File: src/rtl/tile_deck_shuffler_pkg.sv
// Shared tile-code layout, deck sizing defaults and shuffler FSM encoding.
// The game FSM imports the same field definitions so both sides agree on the layout.
package tile_deck_shuffler_pkg;

  localparam int DEF_N_TILES = 10;
  localparam int DEF_N_COLS  = 4;
  localparam int CODE_W      = 11;

  localparam int ROW_LSB   = 9;
  localparam int ROW_W     = 2;
  localparam int COL_LSB   = 7;
  localparam int COL_W     = 2;
  localparam int COLOR_LSB = 1;
  localparam int COLOR_W   = 6;
  localparam int FLIP_BIT  = 0;

  localparam logic [15:0] LFSR_MASK = 16'hB400;

  // Field order matches the bit offsets above: row in [10:9], flipped in [0].
  typedef struct packed {
    logic [ROW_W-1:0]   row;
    logic [COL_W-1:0]   col;
    logic [COLOR_W-1:0] color;
    logic               flip;
  } tile_t;

  typedef enum logic [2:0] {
    ST_IDLE,
    ST_INIT,
    ST_SHUFFLE,
    ST_STAMP,
    ST_DONE
  } state_e;

endpackage

File: src/rtl/tile_deck_shuffler_if.sv
// Start request and deck result bus between the shuffler and the game FSM.
interface tile_deck_shuffler_if
  import tile_deck_shuffler_pkg::*;
#(
  parameter int N_TILES = DEF_N_TILES
) ();

  logic                        start;
  logic                        busy;
  logic                        done;
  logic                        deck_valid;
  logic [N_TILES*CODE_W-1:0]   deck_codes;

  modport master (output start, input busy, done, deck_valid, deck_codes);
  modport slave  (input start, output busy, done, deck_valid, deck_codes);

endinterface

File: src/rtl/tile_deck_shuffler_lfsr16.sv
// Free-running 16-bit Galois LFSR (right shift); an all-zero seed is promoted to 1.
module lfsr16
  import tile_deck_shuffler_pkg::*;
#(
  parameter logic [15:0] SEED = 16'hACE1
) (
  input  logic        CLOCK_50,
  input  logic        reset,
  output logic [15:0] o_state
);

  localparam logic [15:0] INIT_VAL = (SEED == 16'h0000) ? 16'h0001 : SEED;

  logic [15:0] r_state;

  always_ff @(posedge CLOCK_50) begin
    if (reset) r_state <= INIT_VAL;
    else       r_state <= {1'b0, r_state[15:1]} ^ (r_state[0] ? LFSR_MASK : 16'h0000);
  end

  assign o_state = r_state;

endmodule

File: src/rtl/tile_deck_shuffler.sv
// Builds a paired-colour deck, Fisher-Yates shuffles it one swap per cycle,
// stamps row/col from slot index and publishes it as a flat code bus.
module tile_deck_shuffler
  import tile_deck_shuffler_pkg::*;
#(
  parameter int          N_TILES   = DEF_N_TILES,
  parameter int          N_COLS    = DEF_N_COLS,
  parameter logic [15:0] LFSR_SEED = 16'hACE1
) (
  input  logic                  CLOCK_50,
  input  logic                  reset,
  tile_deck_shuffler_if.slave   bus
);

  localparam int IDX_W = 4;

  state_e                   r_state, w_next;
  logic [IDX_W-1:0]         r_idx;
  tile_t [N_TILES-1:0]      r_tiles;
  logic                     r_busy, r_done, r_valid;

  logic [15:0]              w_lfsr;
  logic [IDX_W:0]           w_span;
  logic [12:0]              w_prod;
  logic [IDX_W-1:0]         w_j;
  logic                     w_unused;

  lfsr16 #(.SEED(LFSR_SEED)) u_lfsr (
    .CLOCK_50 (CLOCK_50),
    .reset    (reset),
    .o_state  (w_lfsr)
  );

  // j = (lfsr[7:0] * (i+1)) >> 8 is always <= i, so no rejection loop is needed.
  assign w_span   = {1'b0, r_idx} + (IDX_W+1)'(1);
  assign w_prod   = {5'b0, w_lfsr[7:0]} * {8'b0, w_span};
  assign w_j      = w_prod[8 +: IDX_W];
  assign w_unused = ^{w_prod[12], w_prod[7:0], w_lfsr[15:8]};

  always_ff @(posedge CLOCK_50) begin
    if (reset) r_state <= ST_IDLE;
    else       r_state <= w_next;
  end

  always_comb begin
    w_next = r_state;
    case (r_state)
      ST_IDLE:    if (bus.start) w_next = ST_INIT;
      ST_INIT:    w_next = ST_SHUFFLE;
      ST_SHUFFLE: if (r_idx == IDX_W'(1)) w_next = ST_STAMP;
      ST_STAMP:   w_next = ST_DONE;
      ST_DONE:    w_next = ST_IDLE;
      default:    w_next = ST_IDLE;
    endcase
  end

  always_ff @(posedge CLOCK_50) begin
    if (reset) begin
      r_tiles <= '0;
      r_idx   <= '0;
      r_busy  <= 1'b0;
      r_done  <= 1'b0;
      r_valid <= 1'b0;
    end else begin
      r_done <= 1'b0;
      case (r_state)
        ST_INIT: begin
          for (int k = 0; k < N_TILES; k++) begin
            r_tiles[k] <= '{row: '0, col: '0, color: COLOR_W'((k >> 1) + 1), flip: 1'b0};
          end
          r_idx   <= IDX_W'(N_TILES - 1);
          r_valid <= 1'b0;
          r_busy  <= 1'b1;
        end
        ST_SHUFFLE: begin
          // Only colours move; slots keep their identity for the later stamp.
          for (int k = 0; k < N_TILES; k++) begin
            if (IDX_W'(k) == r_idx)
              r_tiles[k].color <= r_tiles[w_j].color;
            else if (IDX_W'(k) == w_j)
              r_tiles[k].color <= r_tiles[r_idx].color;
          end
          r_idx <= r_idx - IDX_W'(1);
        end
        ST_STAMP: begin
          for (int k = 0; k < N_TILES; k++) begin
            r_tiles[k].row  <= ROW_W'(k / N_COLS);
            r_tiles[k].col  <= COL_W'(k % N_COLS);
            r_tiles[k].flip <= 1'b0;
          end
        end
        ST_DONE: begin
          r_done  <= 1'b1;
          r_valid <= 1'b1;
          r_busy  <= 1'b0;
        end
        default: ;
      endcase
    end
  end

  assign bus.busy       = r_busy;
  assign bus.done       = r_done;
  assign bus.deck_valid = r_valid;
  assign bus.deck_codes = r_tiles;

endmodule

File: src/flat_wrapper.sv
// flat-port wrapper written by rule: the top's interface ports become plain ports
module tile_deck_shuffler_flat import tile_deck_shuffler_pkg::*;
#(
  parameter int          N_TILES   = DEF_N_TILES,
  parameter int          N_COLS    = DEF_N_COLS,
  parameter logic [15:0] LFSR_SEED = 16'hACE1
)
  (CLOCK_50, reset, bus_start, bus_busy, bus_done, bus_deck_valid, bus_deck_codes);
  tile_deck_shuffler_if #(.N_TILES(N_TILES)) bus_i ();
  input  logic CLOCK_50;
  input  logic reset;
  input wire logic [$bits(bus_i.start)-1:0] bus_start;
  output wire logic [$bits(bus_i.busy)-1:0] bus_busy;
  output wire logic [$bits(bus_i.done)-1:0] bus_done;
  output wire logic [$bits(bus_i.deck_valid)-1:0] bus_deck_valid;
  output wire logic [$bits(bus_i.deck_codes)-1:0] bus_deck_codes;
  assign bus_i.start = bus_start;
  assign bus_busy = bus_i.busy;
  assign bus_done = bus_i.done;
  assign bus_deck_valid = bus_i.deck_valid;
  assign bus_deck_codes = bus_i.deck_codes;
  tile_deck_shuffler #(.N_TILES(N_TILES), .N_COLS(N_COLS), .LFSR_SEED(LFSR_SEED)) u_core (.CLOCK_50(CLOCK_50), .reset(reset), .bus(bus_i));
endmodule
File: config.mk
export PLATFORM = sky130hd
export DESIGN_NAME = tile_deck_shuffler_flat
export DESIGN_NICKNAME = d
export VERILOG_FILES = /design/src/rtl/tile_deck_shuffler_pkg.sv /design/src/rtl/tile_deck_shuffler_if.sv /design/src/rtl/tile_deck_shuffler_lfsr16.sv /design/src/rtl/tile_deck_shuffler.sv /design/src/flat_wrapper.sv
export SDC_FILE = /design/constraint.sdc
export NUM_CORES = 1
export LEC_CHECK = 0
export CORE_ASPECT_RATIO = 1.2
export CORE_MARGIN = 5
export CORE_UTILIZATION = 59
export DETAILED_ROUTE_END_ITERATION = 7
export PLACE_DENSITY = 0.88
export SLEW_MARGIN = 20
export SYNTH_ARGS = -nofsm -noshare
export SYNTH_HDL_FRONTEND = slang
export SYNTH_SLANG_ARGS = --single-unit
File: constraint.sdc
create_clock -name CLOCK_50 -period 12.3 [get_ports CLOCK_50]
set_input_delay 2.46 -clock CLOCK_50 [delete_from_list [all_inputs] [get_ports CLOCK_50]]
set_output_delay 2.46 -clock CLOCK_50 [all_outputs]
set_load 0.1 [all_outputs]
==> results of run 1 <==
critical path, stage by stage, from the launching register on:
cell and delay, ns:
dfxtp_1 0.89, nand3_1 0.18, xor2_1 0.48, nor2b_1 0.13
fa_1 0.49, fa_1 0.49, inv_1 0.05, fa_1 0.47
inv_1 0.04, ha_1 0.31, a211oi_1 0.29, o21ai_0 0.27
a221oi_4 0.46, xor2_4 0.23, a21oi_2 0.65, nand3_1 0.33
and3_1 0.42, a221o_1 0.40
logic make-up (layout without fill, tap and decap cells):
| logic type | count (synthesis) | after routing | synth area share (%) |
|---|---|---|---|
| buf+inv | 127 | 139 | 10.75 |
| compound gates | 182 | 182 | 23.30 |
| flops | 87 | 87 | 25.89 |
| simple gates | 264 | 264 | 19.73 |
| other cells | 1 | 35 | 0.05574 |
| xor+xnor | 14 | 14 | 2.548 |
| mux | 42 | 42 | 8.685 |
| fa+ha+maj | 39 | 39 | 9.039 |
layer usage:
metal | global-route usage (%) | part of all wire, % | vias up
met5 | 0 | 0 | -
met1 | 42.46 | 36 | 3079
li1 | - | - | 2766
met3 | 5.903 | 10 | 97
met4 | 16.42 | 5.0 | 0
met2 | 57.25 | 49 | 484
cell usage in the layout, fill, tap and decap left out, types with 9 or more instances in the layout:
cell type	count
fa_1	16
nor3_1	18
ha_1	23
clkbuf_16	9
and2_1	21
o21ai_0	15
nand4_1	9
a21oi_1	26
clkdlybuf4s50_1	80
nand3_1	15
nand2_1	64
mux4_2	12
conb_1	35
nor2b_1	20
dfxtp_1	87
inv_1	39
mux2i_1	28
nor2_1	75
a221o_1	41
layout make-up:
type | instances | area [sq um]
inverters | 40 | 150.1
well taps | 154 | 192.7
flip-flops and latches | 87 | 1742
clock buffers | 9 | 225.2
multi-input cells | 576 | 4390
fillers | 898 | 3492
repair buffers | 83 | 823.3
clock inverters | 7 | 72.57
registers in the layout, indices dropped and copies added (netlist names):
signal / count
u_core.bus.deck_codes: 61
u_core.u_lfsr.o_state: 16
u_core.r_idx: 4
u_core.r_state: 3
u_core.bus.busy: 1
u_core.bus.deck_valid: 1
u_core.bus.done: 1
Yosys cell counts, drive strengths merged, types with 18 or more instances:
library cell,instances
dfxtp,87
nor2,78
buf,72
nand2,64
a221o,41
inv,40
mux2i,29
a21oi,28
ha,23
nor3,23
and2,21
nor2b,20
o21ai,18
metrics by stage:
| step | utilization (%) | cell area [sq um] | instances | setup slack (ns) |
|---|---|---|---|---|
| floorplan | - | 6855 | 790 | 6.628 |
| global placement | 65.82 | 7298 | 940 | 5.910 |
| detailed placement | 65.82 | 7298 | 940 | 5.744 |
| CTS | 68.51 | 7596 | 956 | 5.700 |
| global route | 68.51 | 7596 | 956 | 5.297 |
| finish | 68.51 | 7596 | 956 | 5.583 |
worst max-delay path by stage:
stage,to,slack (ns),cells after the start
4_1_cts,u_core.bus.deck_codes[3]$_SDFFE_PP0P_,5.70,17
3_3_place_gp,u_core.bus.deck_codes[69]$_SDFFE_PP0P_,5.91,17
5_1_grt,u_core.bus.deck_codes[3]$_SDFFE_PP0P_,5.30,17
2_1_floorplan,u_core.bus.deck_codes[69]$_SDFFE_PP0P_,6.63,22
6_report,u_core.bus.deck_codes[3]$_SDFFE_PP0P_,5.58,17
3_5_place_dp,u_core.bus.deck_codes[36]$_SDFFE_PP0P_,5.74,17
report_power, final:
| group | internal, mW | switching, mW | total (mW) | leakage [nW] |
|---|---|---|---|---|
| combinational | 0.184 | 0.539 | 0.723 | 2.12 |
| clock | 0.144 | 0.134 | 0.278 | 0.144 |
| sequential | 0.300 | 0.0310 | 0.331 | 0.710 |
==> flow_metrics.env, run 1 <==
export IMPL_die_x_um=107.5
export IMPL_hold_buffers=0
export IMPL_max_slew_margin_pct=33.75
export IMPL_die_area_sq_um=13650
export IMPL_yosys_warnings=0
export IMPL_grt_max_degree=43
export IMPL_drive_gt1_share_pct=10.22
export IMPL_drt_total_wl_mm=23.62
export IMPL_cts_setup_buffers=0
export IMPL_cp_required_ns=12.53
export IMPL_drc=0
export IMPL_hold_violations=0
export IMPL_grt_pass1_vias=6400
export IMPL_synth_seq_cells=87
export IMPL_wire_per_inst_um=24.71
export IMPL_reg2reg_setup_slack_ns=5.58
export IMPL_hold_ws_ns=0.4155
export IMPL_pwr_density_cell_nw_per_um2=175.4
export IMPL_finClkSkew_ns=0.009688
export IMPL_r2r_start="u_core.r_idx[2]$_SDFFE_PP0N_"
export IMPL_outcome="completed"
export IMPL_tns_ns=0
export IMPL_clk_pin_slew_ns=0.08
export IMPL_max_freq_mhz=148.9
export IMPL_clk_latency_ns=0.35
export IMPL_hold_end="u_core.u_lfsr.o_state[7]$_SDFF_PP1_"
export IMPL_synth_top_area_share_pct=25.89
export IMPL_critPathKind="flip-flop to flip-flop"
export IMPL_synthArstFlopShare_pct=0
export IMPL_drt_iter0_drc=853
export IMPL_holdCritPathClass="flip-flop to flip-flop"
export IMPL_fin_nets=839
export IMPL_ios=116
export IMPL_syn_inst=756
export IMPL_leakage_nw=2.970
export IMPL_hold_depth=1
export IMPL_synthTopCellsByArea="dfxtp_1 26%, a221o_1 6.1%, buf_4 5.9%"
export IMPL_finalCriticalPeriod_ns=6.717
export IMPL_clockBufferDepth=2
export IMPL_cts_tree="done"
export IMPL_finalSetupViolations=0
export IMPL_post_cts_resize_count=0
export IMPL_synth_cell_types=85
export IMPL_cap_violations=0
export IMPL_core_area_sq_um=11090
export IMPL_crit_fanout=17
export IMPL_antenna_left=0
export IMPL_root_buffer="clkbuf_16"
export IMPL_overflow=0
export IMPL_rr_endpoint="u_core.bus.deck_codes[3]$_SDFFE_PP0P_"
export IMPL_cts_max_level=3
export IMPL_critPathLaunchType="flip-flop"
export IMPL_cp_end_kind="flip-flop"
export IMPL_ys_flop_type="dfxtp_1"
export IMPL_antenna_found_initial=0
export IMPL_vias=6426
export IMPL_antenna_cells=0
export IMPL_worstHoldStart="u_core.u_lfsr.o_state[8]$_SDFF_PP0_"
export IMPL_cts_sinks=87
export IMPL_routed_via_density=6.722
export IMPL_startpoint="u_core.r_idx[2]$_SDFFE_PP0N_"
export IMPL_gp_congestion=1.034
export IMPL_period_share_pct=54.61
export IMPL_irDropWorstVdd_v=0.0001013
export IMPL_maxSlewViolCount=0
export IMPL_worst_pin_slew_ns=0.9907
export IMPL_yosys_area_top_type="dfxtp_1"
export IMPL_synth_edf_count=0
export IMPL_grt_pass1_wl_mm=36.38
export IMPL_firstDrtPassIters=6
export IMPL_portBuffers=80
export IMPL_ff2ff_path_depth=17
export IMPL_hpwlAfterDp_mm=17.76
export IMPL_cts_made_buffers=9
export IMPL_start_util_pct=60.67
export IMPL_fin_total_pwr_mw=1.332
export IMPL_grt_usage_pct=34.17
export IMPL_die_height_um=127.0
export IMPL_num_rows=42
export IMPL_seq_area_frac_synth_pct=25.89
export IMPL_syn_to_final_growth_pct=12.91
export IMPL_syn_area_per_cell_sq_um=8.899
export IMPL_synth_area_sq_um=6728
export IMPL_rsz0062_at_grt="no"
export IMPL_critPathArrivalTime_ns=6.95
Power figures use the tool's default switching activity.
==> run 2, diff against run 1 <==
--- a/config.mk
+++ b/config.mk
@@ -7,9 +7,9 @@
 export LEC_CHECK = 0
 export CORE_ASPECT_RATIO = 1.2
 export CORE_MARGIN = 5
-export CORE_UTILIZATION = 59
+export CORE_UTILIZATION = 54
 export DETAILED_ROUTE_END_ITERATION = 7
-export PLACE_DENSITY = 0.88
+export PLACE_DENSITY = 0.81
 export SLEW_MARGIN = 20
 export SYNTH_ARGS = -nofsm -noshare
 export SYNTH_HDL_FRONTEND = slang
==> constraint.sdc (replaced) <==
create_clock -name CLOCK_50 -period 6.6 [get_ports CLOCK_50]
set_input_delay 1.32 -clock CLOCK_50 [delete_from_list [all_inputs] [get_ports CLOCK_50]]
set_output_delay 1.32 -clock CLOCK_50 [all_outputs]
set_load 0.1 [all_outputs]
==> run 2 against run 1 <==
  * Via count decreased by 0.20%
  * Cell count increased by 1.5%
  * Register-to-register slack got worse by 5.2 ns
  * Largest power group unchanged
  * Highest routed layer unchanged
==> flow_metrics.env, run 2 (synthesized netlist as in run 1, its figures left out) <==
export IMPL_hold_violations=0
export IMPL_antenna_cells=0
export IMPL_wl_met2_mm=11.64
export IMPL_cap_violations=0
export IMPL_worstHoldStart="u_core.u_lfsr.o_state[12]$_SDFF_PP0_"
export IMPL_critPathArrivalTime_ns=6.44
export IMPL_overflow=0
export IMPL_cp_required_ns=6.84
export IMPL_final_util_pct=63.00
export IMPL_core_area_sq_um=12170
export IMPL_slowest_delay_ns=0.56
export IMPL_start_util_pct=55.30
export IMPL_finClkSkew_ns=0.007847
export IMPL_ff2ff_path_depth=18
export IMPL_grt_pass1_wl_mm=35.94
export IMPL_firstDrtPassIters=5
export IMPL_finalSetupViolations=0
export IMPL_wire_per_inst_um=24.02
export IMPL_grt_pass1_vias=6294
export IMPL_drt_total_wl_mm=23.30
export IMPL_antenna_left=0
export IMPL_maxSlewViolCount=0
export IMPL_max_freq_mhz=161.2
export IMPL_fin_nets=846
export IMPL_clk_latency_ns=0.35
export IMPL_vias=6413
export IMPL_drive_gt1_share_pct=11.12
export IMPL_syn_to_final_growth_pct=13.93
export IMPL_met1Wirelength_mm=8.411
export IMPL_final_common_cell="dfxtp_1"
export IMPL_r2r_start="u_core.r_idx[1]$_SDFFE_PP0N_"
export IMPL_largest_reg_flops=61
export IMPL_cp_end_kind="flip-flop"
export IMPL_crit_fanout=10
export IMPL_clk_pin_slew_ns=0.07
export IMPL_leakage_nw=3.003
export IMPL_hpwlAfterDp_mm=17.53
export IMPL_drc=0
export IMPL_cts_max_level=3
export IMPL_die_area_sq_um=14800
export IMPL_ios=116
export IMPL_layout_common_cells="87 x dfxtp_1, 80 x clkdlybuf4s50_1, 75 x nor2_1, 64 x nand2_1, 41 x a221o_1"
export IMPL_clockBufferDepth=2
export IMPL_critPathLaunchType="flip-flop"
export IMPL_crit_chain="ha_1, xor2_2, nand2_1, fa_1, inv_1, fa_1, inv_1, fa_1, inv_1, ha_1, inv_2, o31ai_1, a21o_1, nor2_2, a222oi_1, a22oi_1, and2_1, a221o_1"
export IMPL_critPathKind="flip-flop to flip-flop"
export IMPL_max_slew_margin_pct=31.84
export IMPL_gp_congestion=1.006
export IMPL_portBuffers=80
export IMPL_routed_via_density=6.611
export IMPL_worst_pin_slew_ns=1.019
export IMPL_crit_buf_inv=4
export IMPL_hold_depth=1
export IMPL_cts_made_buffers=9
export IMPL_pwr_density_cell_nw_per_um2=326.7
export IMPL_grt_max_degree=43
export IMPL_cts_setup_buffers=0
export IMPL_rsz0062_at_grt="no"
export IMPL_period_share_pct=93.97
export IMPL_cts_sinks=87
export IMPL_grt_usage_pct=30.62
export IMPL_fillers=1072
export IMPL_holdCritPathClass="flip-flop to flip-flop"
export IMPL_finalCriticalPeriod_ns=6.202
export IMPL_irDropWorstVdd_v=0.0001726
export IMPL_cp_slowest_cell="fa_1"
export IMPL_critPathTopFamily="adder cells"
export IMPL_startpoint="u_core.r_idx[1]$_SDFFE_PP0N_"
export IMPL_top_layer_used="met4"
export IMPL_antenna_found_initial=0
export IMPL_path_depth=18
export IMPL_root_buffer="clkbuf_16"
export IMPL_tns_ns=0
export IMPL_die_x_um=111.9
export IMPL_die_height_um=132.3
export IMPL_cts_tree="done"
export IMPL_outcome="completed"
export IMPL_num_rows=44
export IMPL_wl_met3_mm=1.993
export IMPL_drt_iter0_drc=687
-- run 2: power by group --
group / internal (mW) / leakage, nW / switching (mW)
logic: 0.363 / 2.15 / 1.01
registers: 0.559 / 0.710 / 0.0507
clock network: 0.267 / 0.143 / 0.253
total: 1.19 / 3.00 / 1.32
-- run 2: cell type report --
cell class	count	area (sq um)	area share, %
multi-input combinational	576	4398	57.38
sequential	87	1742	22.72
timing repair buffer	90	875.8	11.43
clock buffer	9	225.2	2.938
tap	161	201.4	2.628
inverter	40	150.1	1.959
clock inverter	7	72.57	0.9468
-- run 2: final timing paths --
kind	to	slack, ns
max	u_core.bus.deck_codes[27]$_SDFFE_PP0P_	0.40
min	u_core.u_lfsr.o_state[11]$_SDFF_PP1_	0.42
max reg2reg	u_core.bus.deck_codes[27]$_SDFFE_PP0P_	0.40
min reg2reg	u_core.u_lfsr.o_state[11]$_SDFF_PP1_	0.42
-- run 2: repair_timing --
action | 4_1_cts | 5_1_grt
hold buffers | 0 | 0
setup endpoints to repair | 0 | 9
gates resized for setup | 0 | 1
-- run 2: per-stage QoR --
step                      power, mW  setup WS (ns)  cell area [sq um]  hold slack [ns]  cells
after floorplan               1.648         0.9277               6855           0.3895    790
after global placement        1.936         0.5059               7360           0.3944    954
after detailed placement      1.953         0.3950               7360           0.4045    954
after CTS                     2.468         0.3486               7657           0.4236    970
after global routing          2.594        0.06981               7665           0.4384    970
final                         2.504         0.3979               7665           0.4216    970
-- run 2: layer usage --
metal | up-vias | track usage [%]
met4 | 0 | 14.27
met2 | 436 | 53.90
met5 | - | 0
met3 | 97 | 4.362
li1 | 2780 | -
met1 | 3100 | 36.56
==> run 3, diff against run 2 <==
--- a/config.mk
+++ b/config.mk
@@ -6,7 +6,7 @@
 export NUM_CORES = 1
 export LEC_CHECK = 0
 export CORE_ASPECT_RATIO = 1.2
-export CORE_MARGIN = 5
+export CORE_MARGIN = 2
 export CORE_UTILIZATION = 54
 export DETAILED_ROUTE_END_ITERATION = 7
 export PLACE_DENSITY = 0.81
==> run 3 against run 2 <==
  * Register-to-register slack improved by 0.03 ns
  * Critical endpoint is now u_core.bus.deck_codes[93]$_SDFFE_PP0P_
  * Fmax increased by 0.52%
  * First-iteration DRC count increased by 8.7%
  * Clock skew increased by 0.0029 ns
  * Flip-flop and latch count unchanged
  * Die area decreased by 9.7%
  * Sequential power increased by 1%
  * Non-clock buffer count increased by 3
  * Global-route usage increased by 4.6 points
  * Worst setup slack improved by 0.032 ns
==> flow_metrics.env, run 3 (synthesized netlist as in run 1, its figures left out) <==
export IMPL_outcome="completed"
export IMPL_cts_tree="done"
export IMPL_place_inst=957
export IMPL_drt_iter0_drc=747
export IMPL_ios=116
export IMPL_antenna_left=0
export IMPL_crit_chain="xor2_1, nor2b_1, fa_1, inv_1, fa_1, inv_1, ha_1, ha_1, inv_2, o31ai_1, a21o_1, nor2_2, a222oi_1, a22oi_1, and2_1, a221o_1"
export IMPL_die_area_sq_um=13370
export IMPL_fin_nets=849
export IMPL_clk_latency_ns=0.35
export IMPL_p_sw_mw=1.327
export IMPL_clk_pin_slew_ns=0.08
export IMPL_largest_reg_flops=61
export IMPL_power_frac_seq_pct=24.0
export IMPL_max_freq_mhz=162.1
export IMPL_grt_max_degree=43
export IMPL_layout_common_cells="87 x dfxtp_1, 80 x clkdlybuf4s50_1, 75 x nor2_1, 64 x nand2_1, 41 x a221o_1"
export IMPL_cp_required_ns=6.84
export IMPL_pwr_share_comb_pct=54.3
export IMPL_hpwlAfterDp_mm=17.19
export IMPL_start_util_pct=55.55
export IMPL_cts_sinks=87
export IMPL_cts_max_level=3
export IMPL_antenna_found_initial=0
export IMPL_netSwitchingFraction_pct=51.64
export IMPL_grt_pass1_vias=6405
export IMPL_drive_gt1_share_pct=11.45
export IMPL_power_internal_mw=1.242
export IMPL_maxSlewViolCount=0
export IMPL_max_slew_margin_pct=32.74
export IMPL_grt_usage_pct=35.26
export IMPL_hold_violations=0
export IMPL_drt_total_wl_mm=23.15
export IMPL_irDropWorstVdd_v=0.0001729
export IMPL_finClkSkew_ns=0.01076
export IMPL_core_area_sq_um=12110
export IMPL_finalCriticalPeriod_ns=6.170
export IMPL_syn_to_final_growth_pct=14.64
export IMPL_overflow=0
export IMPL_tns_ns=0
export IMPL_cp_end_kind="flip-flop"
export IMPL_fillers=1050
export IMPL_num_rows=44
export IMPL_holdCritPathClass="flip-flop to flip-flop"
export IMPL_firstDrtPassIters=5
export IMPL_hold_buffers=0
export IMPL_slowest_delay_ns=0.67
export IMPL_critPathKind="flip-flop to flip-flop"
export IMPL_wire_per_inst_um=23.79
export IMPL_cap_violations=0
export IMPL_final_util_pct=63.68
export IMPL_cts_made_buffers=9
export IMPL_rsz0062_at_grt="no"
export IMPL_root_buffer="clkbuf_16"
export IMPL_critPathTopFamily="compound AO/OA/AOI/OAI gates"
export IMPL_portBuffers=80
export IMPL_period_share_pct=93.49
export IMPL_cp_slowest_cell="dfxtp_1"
export IMPL_clock_power_share_pct=21.7
export IMPL_leakage_nw=3.034
export IMPL_gp_congestion=1.003
export IMPL_die_height_um=126.3
export IMPL_hold_ws_ns=0.4160
export IMPL_final_cell_count_no_fill=973
export IMPL_crit_fanout=15
export IMPL_finalSetupViolations=0
export IMPL_final_common_cell="dfxtp_1"
export IMPL_pwr_density_cell_nw_per_um2=333.1
export IMPL_grt_pass1_wl_mm=36.54
export IMPL_crit_buf_inv=3
export IMPL_vias=6419
export IMPL_antenna_cells=0
export IMPL_die_x_um=105.9
export IMPL_drc=0
export IMPL_worst_pin_slew_ns=1.006
export IMPL_routed_via_density=6.597
export IMPL_critPathArrivalTime_ns=6.41
export IMPL_clockBufferDepth=2
export IMPL_critPathLaunchType="flip-flop"
export IMPL_fin_total_pwr_mw=2.569
==> run 3: changes by cell type in the layout (fill, tap and decap cells not counted), sizes merged <==
cell      before  now
buf           10   13
bufinv         0    1
clkinv         3    2
clkinvlp       1    0
inv           43   44
==> run 3: timing repair <==
action | in CTS | in global routing
endpoints found under the setup margin | 0 | 8
gates resized for setup | 0 | 1
setup buffers | 0 | 0
==> run 3: power groups by stage <==
stage	sequential, mW	combinational (mW)	clock (mW)
final	0.617	1.39	0.558
after global routing	0.621	1.46	0.580
after CTS	0.613	1.36	0.559
after detailed placement	0.626	1.36	0
after global placement	0.624	1.34	0
after floorplan	0.755	0.893	0
==> run 3: path summary, 6_finish.rpt <==
path	slack (ns)	start	endpoint	cells after the start
hold reg to reg	0.42	u_core.u_lfsr.o_state[12]$_SDFF_PP0_	u_core.u_lfsr.o_state[11]$_SDFF_PP1_	1
hold / removal	0.42	u_core.u_lfsr.o_state[12]$_SDFF_PP0_	u_core.u_lfsr.o_state[11]$_SDFF_PP1_	1
setup reg to reg	0.43	u_core.r_idx[3]$_SDFFE_PP0N_	u_core.bus.deck_codes[93]$_SDFFE_PP0P_	16
setup / recovery	0.43	u_core.r_idx[3]$_SDFFE_PP0N_	u_core.bus.deck_codes[93]$_SDFFE_PP0P_	16
==> run 3: per-stage QoR <==
stage	setup slack (ns)	area [sq um]
detailed placement	0.3839	7382
global placement	0.4276	7382
floorplan	0.9277	6855
CTS	0.3406	7705
finish	0.4300	7712
global route	0.1365	7712
==> run 3: final cells by class <==
type                       count  area, sq um  area share [%]
clock buffer                   9        225.2           2.920
tap                          161        201.4           2.612
multi-input combinational    576         4398           57.02
clock inverter                 7        97.59           1.265
timing repair buffer          93        898.4           11.65
sequential                    87         1742           22.58
inverter                      40        150.1           1.947
==> run 3: metal layers <==
metal | share of wire, % | track usage, % | up-vias
met1 | 39 | 43.53 | 3119
met5 | 0 | 0 | -
met4 | 5.0 | 16.95 | 0
li1 | - | - | 2790
met2 | 49 | 60.27 | 413
met3 | 7.4 | 5.124 | 97
